===== config.mk =====
export PLATFORM = sky130hd
export DESIGN_NAME = apb_s
export DESIGN_NICKNAME = d
export VERILOG_FILES = /design/src/rtl/apb_s.sv
export SDC_FILE = /design/constraint.sdc
export NUM_CORES = 1
export LEC_CHECK = 0
export ABC_AREA = 1
export CORE_AREA = 2 2 104 106
export DETAILED_ROUTE_END_ITERATION = 12
export DIE_AREA = 0 0 106 108
export MAX_ROUTING_LAYER = met4
export PLACE_DENSITY = 0.73
export SLEW_MARGIN = 10
export SYNTH_ARGS = -nofsm -noshare
export SYNTH_HDL_FRONTEND = slang
export SYNTH_SLANG_ARGS = --single-unit

===== constraint.sdc =====
create_clock -name pclk -period 4.6 [get_ports pclk]
set_input_delay 1.38 -clock pclk [delete_from_list [all_inputs] [get_ports pclk]]
set_output_delay 1.38 -clock pclk [all_outputs]
set_load 0.005 [all_outputs]

===== src/rtl/apb_s.sv =====
// apb_s : APB completer holding a small register file.
//
// Responds to an APB requester on the same clock. A SETUP cycle latches the
// address, direction and write data. The following ACCESS cycles optionally
// insert wait states before completing. Writes to implemented registers are
// committed at the completion edge. Reads return the register contents in the
// completing cycle. Addresses at or above DEPTH complete with pslverr.
//
// Optional feature macro: APB_S_WAIT_EN
//   defined   : WAIT_CYC wait states are inserted before each completion
//   undefined : zero wait states, WAIT_CYC is ignored
//
// Ports
//   pclk     in   1       bus clock, all state on rising edge
//   presetn  in   1       asynchronous active-low reset
//   psel     in   1       completer select
//   penable  in   1       ACCESS phase indicator
//   pwrite   in   1       1 = write, 0 = read
//   paddr    in   ADDR_W  register address
//   pwdata   in   DATA_W  write data
//   prdata   out  DATA_W  read data, non-zero only in a completing read
//   pready   out  1       completion strobe
//   pslverr  out  1       error response, only while pready=1
//   state_o  out  1       debug view of the FSM: 0 = IDLE, 1 = ACCESS
//
// Handshake: a transfer completes at the rising edge where psel, penable and
// pready are all 1. The requester must hold psel high from SETUP until that
// edge; dropping psel during ACCESS abandons the transfer with no write.

module apb_s #(
  parameter int ADDR_W   = 4,
  parameter int DATA_W   = 8,
  parameter int DEPTH    = 12,
  parameter int WAIT_CYC = 2
) (
  input  logic              pclk,
  input  logic              presetn,
  input  logic              psel,
  input  logic              penable,
  input  logic              pwrite,
  input  logic [ADDR_W-1:0] paddr,
  input  logic [DATA_W-1:0] pwdata,
  output logic [DATA_W-1:0] prdata,
  output logic              pready,
  output logic              pslverr,
  output logic              state_o
);

`ifdef APB_S_WAIT_EN
  localparam bit WAIT_EN = 1'b1;
`else
  localparam bit WAIT_EN = 1'b0;
`endif

  // Wait counter reload value taken at every SETUP.
  localparam logic [3:0] CNT_LOAD = WAIT_EN ? 4'(WAIT_CYC) : 4'd0;

  typedef enum logic {
    S_IDLE   = 1'b0,
    S_ACCESS = 1'b1
  } state_t;

  state_t              state_q;
  logic [ADDR_W-1:0]   addr_q;
  logic                wr_q;
  logic [DATA_W-1:0]   wdata_q;
  logic [3:0]          cnt_q;
  logic [DATA_W-1:0]   mem_q [DEPTH];

  logic in_range;

  assign in_range = int'(addr_q) < DEPTH;

  // Completion is only possible in ACCESS once all wait states are consumed.
  assign pready  = (state_q == S_ACCESS) && (cnt_q == 4'd0) && psel && penable;
  assign pslverr = pready && !in_range;
  assign prdata  = (pready && !wr_q && in_range) ? mem_q[addr_q] : '0;
  assign state_o = state_q;

  always_ff @(posedge pclk or negedge presetn) begin
    if (!presetn) begin
      state_q <= S_IDLE;
      addr_q  <= '0;
      wr_q    <= 1'b0;
      wdata_q <= '0;
      cnt_q   <= 4'd0;
      for (int i = 0; i < DEPTH; i++) begin
        mem_q[i] <= '0;
      end
    end else begin
      case (state_q)
        S_IDLE: begin
          // Only a genuine SETUP (psel without penable) starts a transfer.
          if (psel && !penable) begin
            addr_q  <= paddr;
            wr_q    <= pwrite;
            wdata_q <= pwdata;
            cnt_q   <= CNT_LOAD;
            state_q <= S_ACCESS;
          end
        end
        S_ACCESS: begin
          if (!psel) begin
            // Requester walked away: abandon without touching the registers.
            state_q <= S_IDLE;
          end else if (penable) begin
            if (cnt_q != 4'd0) begin
              cnt_q <= cnt_q - 4'd1;
            end else begin
              if (wr_q && in_range) begin
                mem_q[addr_q] <= wdata_q;
              end
              state_q <= S_IDLE;
            end
          end
        end
        default: state_q <= S_IDLE;
      endcase
    end
  end

endmodule

==> results of run 1 <==
==> placed cells by master (no fill, tap or decap), drive strengths merged <==
master	instances
a21oi	14
buf	11
bufinv	3
clkbuf	21
clkdlybuf4s50	25
clkinv	5
clkinvlp	2
dfrtp	114
dlymetal6s2s	1
ha	1
inv	36
mux2	8
nand2	392
nand2b	1
nand3	40
nand4	11
nor2	78
nor3	10
o21ai	4
o22ai	1
xor2	2
==> sequential cells by signal (all words and copies together) (netlist names) <==
signal   cells
addr_q       4
state_o      1
wr_q         1
wdata_q      8
cnt_q        4
mem_q       96
==> logic make-up after synthesis <==
group                    after synthesis
AO/OA/AOI/OAI                         19
adder cells (fa/ha/maj)                1
flip-flops                           114
AND/OR/NAND/NOR                      532
multiplexers                           8
XOR/XNOR                               2
buffers and inverters                 60
==> where the power goes <==
| part | switching (mW) | internal, mW |
|---|---|---|
| logic | 0.374 | 0.182 |
| registers | 0.161 | 1.10 |
| clock network | 0.450 | 0.846 |
==> worst paths after layout <==
path | startpoint | slack, ps | cells after the start | end
hold / removal | mem_q[72]$_DFFE_PN0P_ | 470 | 2 | mem_q[72]$_DFFE_PN0P_
setup reg to reg | addr_q[3]$_DFFE_PN0P_ | 2260 | 6 | mem_q[79]$_DFFE_PN0P_
min in group asynchronous | presetn | 890 | 2 | mem_q[42]$_DFFE_PN0P_
max in group asynchronous | presetn | 3170 | 2 | wdata_q[1]$_DFFE_PN0P_
hold reg to reg | mem_q[72]$_DFFE_PN0P_ | 470 | 2 | mem_q[72]$_DFFE_PN0P_
setup / recovery | psel | 110 | 9 | prdata[2]
==> layer usage <==
metal	global-route usage, %	wire (um)
met4	14.8	670
met5	-	0
met3	5.67	1050
met1	35.6	5950
met2	43.3	6750
==> per-stage QoR <==
step	std cells	cell area (sq um)	setup TNS, ps
3_3_place_gp	884	5940	0
5_1_grt	916	6550	-11.1
4_1_cts	915	6530	0
2_1_floorplan	736	5550	0
3_5_place_dp	884	5940	0
6_report	916	6550	0
==> timing repair <==
action                                  CTS  global route
buffers inserted                          0             1
endpoints found under the hold margin     0             0
hold buffers                              0             0
endpoints found under the setup margin    0             8
resized for setup                         0             4
==> worst max-delay path: cells and delay by family <==
family	cells	cell delay [ps]
buffers and inverters	3	1170
AND/OR/NAND/NOR	6	570
==> layout make-up <==
class	count	area, sq um	share of cell area (%)
clock inverter	10	134	2.04
inverter	36	138	2.10
timing repair buffer	37	362	5.52
sequential	114	2850	43.6
multi-input combinational	562	2440	37.3
clock buffer	21	449	6.86
tap	136	170	2.60
==> reports/results.ini, run 1 <==
[clock_tree]
clock_sinks=114
clockBufferDepth=2
insertion_delay_ps=530
clk_pin_slew_worst_paths_ps=50
cts_tree=yes
cts_root_buf=clkbuf_8
htree_levels=4
numCtsBuffers=17

[timing]
setup_ws_ps=106
slew_headroom_pct=42.4
hold_violations=0
finalSetupViolations=0
fin_crit_ps=4490
slew_viol_final=0
whs_ps=471
fmax_mhz=223
period_share_pct=97.7
skew_ps=4.58
worstMarginPinSlew_ps=861

[hold_path]
min_path_type=reg2reg

[synth]
synthSimpleGateAreaFrac_pct=40.0
synthMuxAreaShare_pct=1.62
synth_area_leaders=dfrtp_1 (51%), nand2_1 (26%), nor2_1 (4.9%)
synth_edf_count=0
postSynth.asyncResetShare_pct=100
netlist_area_sq_mm=0.00555
syn_area_per_cell_sq_um=7.54
synth_top_area_share_pct=51.4
synthXorXnorAreaFrac_pct=0.315
ys_ff_latch=114
synth_top_area_cell=dfrtp_1
yosysMostFrequentCell=nand2_1
ys_warn_count=0
yosys.area_share.adder_pct=0.225
synth_compound_area_share_pct=1.74
synth_nets=754
synthFlopType=dfrtp_1
netlist_instances=736
ys_types=29
synth_commonest_cells=nand2_1 (388), dfrtp_1 (114), nor2_1 (73)
yosysSeqAreaShare_pct=51.4
synth_top_family_by_area=simple AND/OR/NAND/NOR gates

[floorplanning]
die-width_um=106
core_sq_mm=0.0102
ios=28
row_count=37
die_h_um=108
die_area_sq_mm=0.0114
start_util_pct=54.3

[power_and_ir_drop]
p_leak_nw=3.46
p_total_mw=3.12
p_per_area_mw_per_mm2=476
vdd_drop_max_v=0.000280

[route]
dr.pass1.iters=5
postRouteAntennaNets=0
routed_via_density=5.34
wl_um=14400
drc=0
wl_per_cell_um=15.7
vias=4894
drt_iter0_markers=473

[placed_design]
dpl_worst_slack_ps=49.5
port_buffers=27
hpwl_um=9480
gp_congestion=0.921

[run_status]
status=finished, final reports clean

[cells_and_area]
final_util_pct=64.0
n_antenna_cell=0
area_growth_pct=17.9
fillCellCount=879
drive_gt1_share_pct=10.5
nets=786

[job]
drv_cap=0

[global_route]
grt_max_degree=115
grt_pass1_vias=4730
grtUsageTotal_pct=28.2
antenna_found_initial=0
grt_pass1_wl_um=23600
grt_overflow=0

[critical_path]
crit_path_end_kind=output port
worstPathMaxFanout=8
critPathMaxStageDelay_ps=510
critical_path_arrival_ps=3110
slowest_stage=clkdlybuf4s50_1
critical_path_required_ps=3220
worstSetupStartpointType=input pin
timing_worst_setup_path_type=in2out
crit_chain=clkdlybuf4s50_1 > nand3_2 > nor2_4 > nand2_1 > nor2_2 > buf_6 > nand2_1 > nor2_1 > clkdlybuf4s50_1

(Power assumes the default switching activity.)
==> inputs of run 2 (changes only) <==
==> constraint.sdc (replaced) <==
create_clock -name pclk -period 4.6 [get_ports pclk]
set_input_delay 1.38 -clock pclk [delete_from_list [all_inputs] [get_ports pclk]]
set_output_delay 1.38 -clock pclk [all_outputs]
set_load 0.1 [all_outputs]
==> reports/results.ini, run 2 (synthesis gave the netlist of run 1 again) <==
[run_status]
status=finished, final reports clean

[route]
wl_per_cell_um=16.5
postRouteAntennaNets=0
routed_via_density=5.46
dr.pass1.iters=5
drt_iter0_markers=465
vias=4982
drc=0
wl_um=15000

[timing]
fmax_mhz=229
finalSetupViolations=0
period_share_pct=94.9
fin_crit_ps=4370
skew_ps=11.4
rsz0062_at_grt=no
slew_headroom_pct=35.8
worstMarginPinSlew_ps=959
slew_viol_final=0
whs_ps=477
setup_ws_ps=232
hold_violations=0

[clock_tree]
clock_sinks=114
postCtsSetupRepairBufs=0
clockBufferDepth=2
cts_root_buf=clkbuf_8
holdBufCountCts=0
clk_pin_slew_worst_paths_ps=50
cts_tree=yes
ctsResizeCount=0
htree_levels=4
numCtsBuffers=17
insertion_delay_ps=520

[placed_design]
hpwl_um=9870
dpl_worst_slack_ps=223
place_area_sq_mm=0.00606
gp_congestion=0.939
port_buffers=27

[global_route]
grt_pass1_vias=4882
antenna_found_initial=0
grt_max_degree=63
grtUsageTotal_pct=29.3
grt_overflow=0
grt_pass1_wl_um=24600

[cells_and_area]
largest_reg_flops=96
n_antenna_cell=0
fillCellCount=873
final_util_pct=65.6
top_register=mem_q
nets=782
area_growth_pct=20.9
final_cell_mix=nand2_1 (388), dfrtp_1 (114), nor2_1 (66)
drive_gt1_share_pct=12.1
final_common_cell=nand2_1
final_area_sq_mm=0.00672
top_regs=mem_q: 96 flops, wdata_q: 8 flops

[critical_path]
reg2reg_from=addr_q[3]$_DFFE_PN0P_
worstSetupStartpointType=input pin
worstPathMaxFanout=8
critical_path_arrival_ps=2990
rrSetupSlack_ps=2250
worstReg2RegEnd=mem_q[75]$_DFFE_PN0P_
critical_path_required_ps=3220
crit_start=penable
crit_path_end_kind=output port
timing_worst_setup_path_type=in2out
cp-endpoint=prdata[7]
ff2ff_path_depth=6

[power_and_ir_drop]
p_leak_nw=3.50
p_per_area_mw_per_mm2=490
power.share.clock_pct=43.7
p_sw_share_pct=30.8
comb_power_share_pct=17.7
power.internal_mw=2.28
p_seq_share_pct=38.6
p_switching_mw=1.02
vdd_drop_max_v=0.000425

[job]
drv_cap=0

[floorplanning]
core_sq_mm=0.0102
die-width_um=106
row_count=37
die_h_um=108
ios=28
die_area_sq_mm=0.0114
start_util_pct=54.3

[hold_path]
min_path_type=reg2reg

## run 2: power by group through the flow
stage / clock network (mW) / logic (mW) / registers, mW
2_1_floorplan: 0 / 0.457 / 1.18
3_3_place_gp: 0 / 0.563 / 1.28
3_5_place_dp: 0 / 0.576 / 1.28
4_1_cts: 1.45 / 0.579 / 1.26
5_1_grt: 1.50 / 0.650 / 1.28
6_report: 1.44 / 0.584 / 1.27
## run 2: cell type report
type | count | area (sq um) | area share, %
clock inverter | 8 | 173 | 2.57
sequential | 114 | 2850 | 42.5
multi-input combinational | 562 | 2490 | 37.1
clock buffer | 24 | 480 | 7.15
tap | 136 | 170 | 2.53
inverter | 36 | 138 | 2.05
timing repair buffer | 33 | 413 | 6.15
## run 2: worst min path at each step
stage | to | slack (ps) | cells past startpoint | start
2_1_floorplan | mem_q[24]$_DFFE_PN0P_ | 440 | 2 | mem_q[24]$_DFFE_PN0P_
3_3_place_gp | mem_q[25]$_DFFE_PN0P_ | 460 | 2 | mem_q[25]$_DFFE_PN0P_
3_5_place_dp | mem_q[1]$_DFFE_PN0P_ | 460 | 2 | mem_q[1]$_DFFE_PN0P_
4_1_cts | mem_q[1]$_DFFE_PN0P_ | 470 | 2 | mem_q[1]$_DFFE_PN0P_
5_1_grt | mem_q[1]$_DFFE_PN0P_ | 500 | 2 | mem_q[1]$_DFFE_PN0P_
6_report | mem_q[1]$_DFFE_PN0P_ | 480 | 2 | mem_q[1]$_DFFE_PN0P_
## run 2: through the flow
step / cells / power, mW / setup TNS (ps)
finish: 913 / 3.29 / 0
global route: 913 / 3.43 / 0
CTS: 913 / 3.29 / 0
detailed placement: 881 / 1.85 / 0
global placement: 881 / 1.84 / 0
floorplan: 736 / 1.64 / -275
## run 2: layer usage
layer	vias to the layer above	GRT usage, %	routed length, um	share of wire [%]
li1	2341	-	-	-
met1	2378	37.8	6450	43
met2	228	45.5	7100	47
met3	35	5.97	1090	7.3
met4	0	12.9	385	2.6
met5	-	-	0	0
## run 2: critical path: stages
cell and delay, ps:
clkdlybuf4s50_1 540, nand3_1 170, nor2_4 140, nand2_1 60, nor2_1 90, buf_4 170, nand2_1 110, nor2_4 130
buf_12 180
